File: src/rtl/nic_tx_inject.sv
// NIC transmit injector: stages one PE flit in a holding register and writes it into the
// router's one-entry channel buffer, honouring buffer-full, tx enable and a minimum inter-flit gap.
module nic_tx_inject #(
    parameter int unsigned DATA_WIDTH = 64,
    parameter int unsigned GAP_WIDTH  = 4,
    parameter int unsigned MIN_GAP    = 0,
    parameter int unsigned CNT_WIDTH  = 16
) (
    input  logic                  clk,
    input  logic                  reset,
    input  logic                  pe_valid,
    input  logic [DATA_WIDTH-1:0] pe_data,
    output logic                  pe_ready,
    input  logic                  tx_en,
    input  logic                  net_full,
    output logic                  net_we,
    output logic [DATA_WIDTH-1:0] net_data,
    output logic                  busy,
    input  logic                  cnt_clr,
    output logic [CNT_WIDTH-1:0]  tx_count,
    output logic [CNT_WIDTH-1:0]  stall_count
);

    typedef enum logic {
        IDLE = 1'b0,
        HOLD = 1'b1
    } state_t;

    state_t                state;
    state_t                state_nxt;
    logic [DATA_WIDTH-1:0] hold_data;
    logic [GAP_WIDTH-1:0]  gap_cnt;
    logic                  send_ok;
    logic                  load;
    logic                  stall_inc;

    // State register
    always_ff @(posedge clk or negedge reset) begin
        if (!reset) begin
            state <= IDLE;
        end else begin
            state <= state_nxt;
        end
    end

    // Next state and handshake outputs; net_we is a same-cycle function of state and inputs
    always_comb begin
        state_nxt = state;
        send_ok   = tx_en & ~net_full & (gap_cnt == '0);
        load      = 1'b0;
        net_we    = 1'b0;
        pe_ready  = 1'b0;
        busy      = 1'b0;
        stall_inc = 1'b0;
        case (state)
            IDLE: begin
                pe_ready = 1'b1;
                if (pe_valid) begin
                    load      = 1'b1;
                    state_nxt = HOLD;
                end
            end
            HOLD: begin
                busy      = 1'b1;
                stall_inc = tx_en & net_full;
                if (send_ok) begin
                    net_we    = 1'b1;
                    state_nxt = IDLE;
                end
            end
            default: state_nxt = IDLE;
        endcase
    end

    // Holding register only changes on a PE transfer
    always_ff @(posedge clk or negedge reset) begin
        if (!reset) begin
            hold_data <= '0;
        end else if (load) begin
            hold_data <= pe_data;
        end
    end

    assign net_data = hold_data;

    // Gap counter reloads on a send and drains in every state
    always_ff @(posedge clk or negedge reset) begin
        if (!reset) begin
            gap_cnt <= '0;
        end else if (net_we) begin
            gap_cnt <= GAP_WIDTH'(MIN_GAP);
        end else if (gap_cnt != '0) begin
            gap_cnt <= gap_cnt - GAP_WIDTH'(1);
        end
    end

    // Statistics: tx_count wraps, stall_count saturates, clear has priority
    always_ff @(posedge clk or negedge reset) begin
        if (!reset) begin
            tx_count    <= '0;
            stall_count <= '0;
        end else if (cnt_clr) begin
            tx_count    <= '0;
            stall_count <= '0;
        end else begin
            if (net_we) begin
                tx_count <= tx_count + CNT_WIDTH'(1);
            end
            if (stall_inc && (stall_count != '1)) begin
                stall_count <= stall_count + CNT_WIDTH'(1);
            end
        end
    end

endmodule

File: config.mk
export PLATFORM = sky130hd
export DESIGN_NAME = nic_tx_inject
export DESIGN_NICKNAME = d
export VERILOG_FILES = /design/src/rtl/nic_tx_inject.sv
export SDC_FILE = /design/constraint.sdc
export NUM_CORES = 1
export LEC_CHECK = 0
export BUFFER_PORTS_ARGS = -buffer_cell sky130_fd_sc_hd__buf_2
export CAP_MARGIN = 20
export CORE_UTILIZATION = 49
export DETAILED_ROUTE_END_ITERATION = 8
export GPL_ROUTABILITY_DRIVEN = 0
export PLACE_DENSITY_LB_ADDON = 0.2
export SYNTH_ARGS = -nofsm -noshare
export SYNTH_HDL_FRONTEND = slang
export SYNTH_SLANG_ARGS = --single-unit
File: constraint.sdc
create_clock -name clk -period 2.2 [get_ports clk]
set_input_delay 0.11 -clock clk [delete_from_list [all_inputs] [get_ports clk]]
set_output_delay 0.11 -clock clk [all_outputs]
set_load 0.02 [all_outputs]
==> summary.md <==
| Metric | Value |
|---|---|
| WL final | `11660 microns` |
| # Max-Cap Violations | `0` |
| Share of cells above drive strength 1 | `44.88%` |
| Final std cells w/o fill | `691` |
| CP required | `2.09 ns` |
| WL met1 | `4853 microns` |
| Clk Latency, worst-skew pair | `0.35 ns` |
| Synth Area in Simple Gates | `13.34%` |
| First-pass GRT wire length | `17660 microns` |
| Avg WL per Cell | `16.87 microns` |
| Primary FF master, synth | `dfrtp_1` |
| Hold Path End | `net_data[32]` |
| Clk pin slew, worst setup/hold paths | `0.09 ns` |
| Mapped cell area | `4334 sq um` |
| Die X-Extent | `96.05 microns` |
| Worst-path fanout max | `6` |
| Worst hold start | `pe_data[32]` |
| DRC viols | `0` |
| Root Driver | `clkbuf_8` |
| Fin Hold WS | `0.01231 ns` |
| Final setup vio count | `0` |
| Metal3 WL | `671 microns` |
| Core Footprint | `8382 sq um` |
| EDFF count, synth | `0` |
| H-tree levels | `3` |
| Drt first-iter violations | `88` |
| RSZ-0062 raised after global routing | `false` |
| Vias in the first global route | `3576` |
| GRT Total Usage | `25.33%` |
| Cells after Synth | `348` |
| Io pins | `169` |
| Met2 Wirelength | `6027 microns` |
| VDD IR max | `0.4190 mV` |
| Synth warn | `0` |
| Adder-Cell Fraction of Synth Area | `0.8661%` |
| Seq cells post-synth | `101` |
| Largest family of logic cells by synthesized area | `multiplexers` |
| Post-synth ARST share | `100.0%` |
| Final ANT Viol Nets | `0` |
| Vias | `3690` |
| Fill count | `555` |
| Post-layout minimum cycle time | `2.054 ns` |
| Slew HR | `58.53%` |
| Buffers on Ports | `168` |
| Total CTS buffers | `9` |
| Post-layout util | `73.03%` |
| Rows | `33` |
| Run status | `complete, no violations` |
| Final Hold Viols | `0` |
| Post-synthesis mux area share | `17.12%` |
| CP endpoint kind | `output pin` |
| Launch point of the worst reg-to-reg path | `gap_cnt[0]` |
| Antenna violations before repair | `0` |
| Worst Tran Pin Value | `0.6221 ns` |
| R2R setup slack | `0.23 ns` |
| Via/cell ratio | `5.340` |
| DP Wirelength | `6965 microns` |
| FMAX | `0.4868 GHz` |
| Clk sinks | `101` |
| FF-to-FF path depth | `6` |
| CTS tree | `yes` |
| Fin crit share | `93.38%` |
| Largest net degree at the start of global routing | `102` |
| Arr. time, crit path | `1.94 ns` |
| Die H | `96.05 microns` |
| Die Area | `9226 sq um` |
| WS Path Type | `flop to output pin` |
| Worst setup SP type | `flop` |
| Synth Area in XOR/XNOR | `1.415%` |
| Worst flop-to-flop path endpoint | `tx_count[10]` |
| Congestion Overflow GR | `0` |
| ANT cells | `0` |
| Synthesized area per cell | `12.45 sq um` |
| Syn Nets | `421` |
| Cell count of the worst hold path | `2` |
| Pleak | `0.002881 uW` |
| Distinct cells, synth | `43` |
| Setup Fix Bufs, Post-CTS | `0` |
| Power per Cell Area | `789.6 nW/um^2` |
| Initial Util | `51.71%` |
| Clk_skew | `0.01239 ns` |
| Min-delay worst type | `primary input to flop` |
| DP Cell Count | `612` |
| Compound-Gate Fraction of Synth Area | `6.582%` |
| Top sig layer | `met4` |
| Fin. max-slew vios | `0` |
| Initial DRT Pass Iterations | `4` |
| Final nets | `654` |
| Area Growth Syn to Fin | `41.22%` |
| Sequential cell area fraction in the yosys report | `58.31%` |
| TNS Setup | `0 ns` |
| Clock Tree Buf Depth | `2` |
worst max-delay path, cell delays in order, from the launching register on:
cell     delay (ns)
dfrtp_1        0.41
inv_1          0.09
ha_1           0.21
or3b_1         0.49
nor2_4         0.19
buf_2          0.19
timing repair:
| action | in CTS | in global routing |
|---|---|---|
| endpoints found under the setup margin | 0 | 1 |
| gates resized for setup | 0 | 2 |
| endpoints found under the hold margin | 163 | 0 |
| hold buffers | 63 | 0 |
final cells by class:
| cell class | count | area, sq um | area share, % |
|---|---|---|---|
| clock buffer | 9 | 123.9 | 2.024 |
| clock inverter | 7 | 47.55 | 0.7768 |
| inverter | 11 | 41.29 | 0.6746 |
| multi-input combinational | 222 | 1713 | 27.98 |
| sequential | 101 | 2527 | 41.29 |
| tap | 105 | 131.4 | 2.146 |
| timing repair buffer | 236 | 1536 | 25.10 |
synth_stat cells (2+ instances only):
master	n	share of area, %
o31ai_1	5	0.87
o21ai_0	15	1.7
mux2_2	65	17
or3_1	11	1.6
nand3_1	14	1.6
or4_1	6	1.0
inv_1	11	0.95
nor2b_1	2	0.29
nor3_1	5	0.58
xor2_1	3	0.61
dfrtp_1	101	58
xnor2_1	4	0.81
nor2_1	17	1.5
ha_1	3	0.87
a311oi_1	2	0.40
nand2b_1	2	0.29
and3_1	5	0.72
a21oi_1	21	2.4
and4_1	3	0.61
nor4_1	2	0.29
clkbuf_1	6	0.52
nand4_1	11	1.6
buf_2	7	0.81
nand3_2	2	0.46
nand2_1	7	0.61
report_power, final:
part | switching (uW) | internal, uW | total [uW] | leakage (uW)
registers | 180 | 2180 | 2360 | 0.00126
logic | 805 | 612 | 1420 | 0.00153
clock network | 643 | 414 | 1060 | 0.0000858
total | 1630 | 3200 | 4830 | 0.00288
registers in the layout, indices dropped and copies added, names as in the netlist:
register	flops
gap_cnt	4
state	1
tx_count	16
stall_count	16
net_data	64
placed cells by master, fill, tap and decap left out, types with 3 or more instances in the layout:
master and n:
and4_1 3, or4_1 6, nand4_1 11, buf_2 167
inv_1 11, nand2_1 7, a21oi_1 21, clkinv_2 3
dlygate4sd3_1 63, o21ai_0 15, nor3_1 5, dfrtp_1 101
nor2_1 16, clkbuf_8 9, o31ai_1 5, nand3_1 14
xnor2_1 4, and3_1 5, buf_4 4, or3_1 11
mux2_2 65, xor2_1 3, ha_1 3
stage by stage:
step / area [sq um] / setup WS (ns) / power [uW]
floorplan: 4334 / 0.3191 / 3146
global placement: 5311 / 0.3564 / 3634
detailed placement: 5311 / 0.2469 / 3674
CTS: 6113 / 0.002193 / 4813
global route: 6121 / 0.01080 / 5054
finish: 6121 / 0.1457 / 4833
per-layer routing:
layer / global-route usage, % / vias up
met5: 0 / -
met4: 7.214 / 0
met3: 4.660 / 10
met2: 45.69 / 120
met1: 30.86 / 1820
li1: - / 1740
kinds of logic after synthesis:
| group | Yosys count |
|---|---|
| DFF | 101 |
| and+or+nand+nor | 97 |
| muxes | 66 |
| AOI/OAI and AO/OA | 49 |
| buffers and inverters | 25 |
| xor gates and xnor gates | 7 |
| adders and majority gates | 3 |
how the worst max path moves through the flow:
| stage | from | end | slack [ns] | cells past startpoint |
|---|---|---|---|---|
| floorplan | gap_cnt[0] | tx_count[0] | 0.32 | 7 |
| global placement | gap_cnt[0] | tx_count[15] | 0.36 | 6 |
| detailed placement | gap_cnt[0] | tx_count[15] | 0.25 | 6 |
| CTS | gap_cnt[0] | net_we | 0.002 | 5 |
| global route | gap_cnt[0] | tx_count[14] | 0.01 | 6 |
| finish | gap_cnt[0] | net_we | 0.15 | 5 |
No activity file was read; power rests on OpenSTA's default activity.
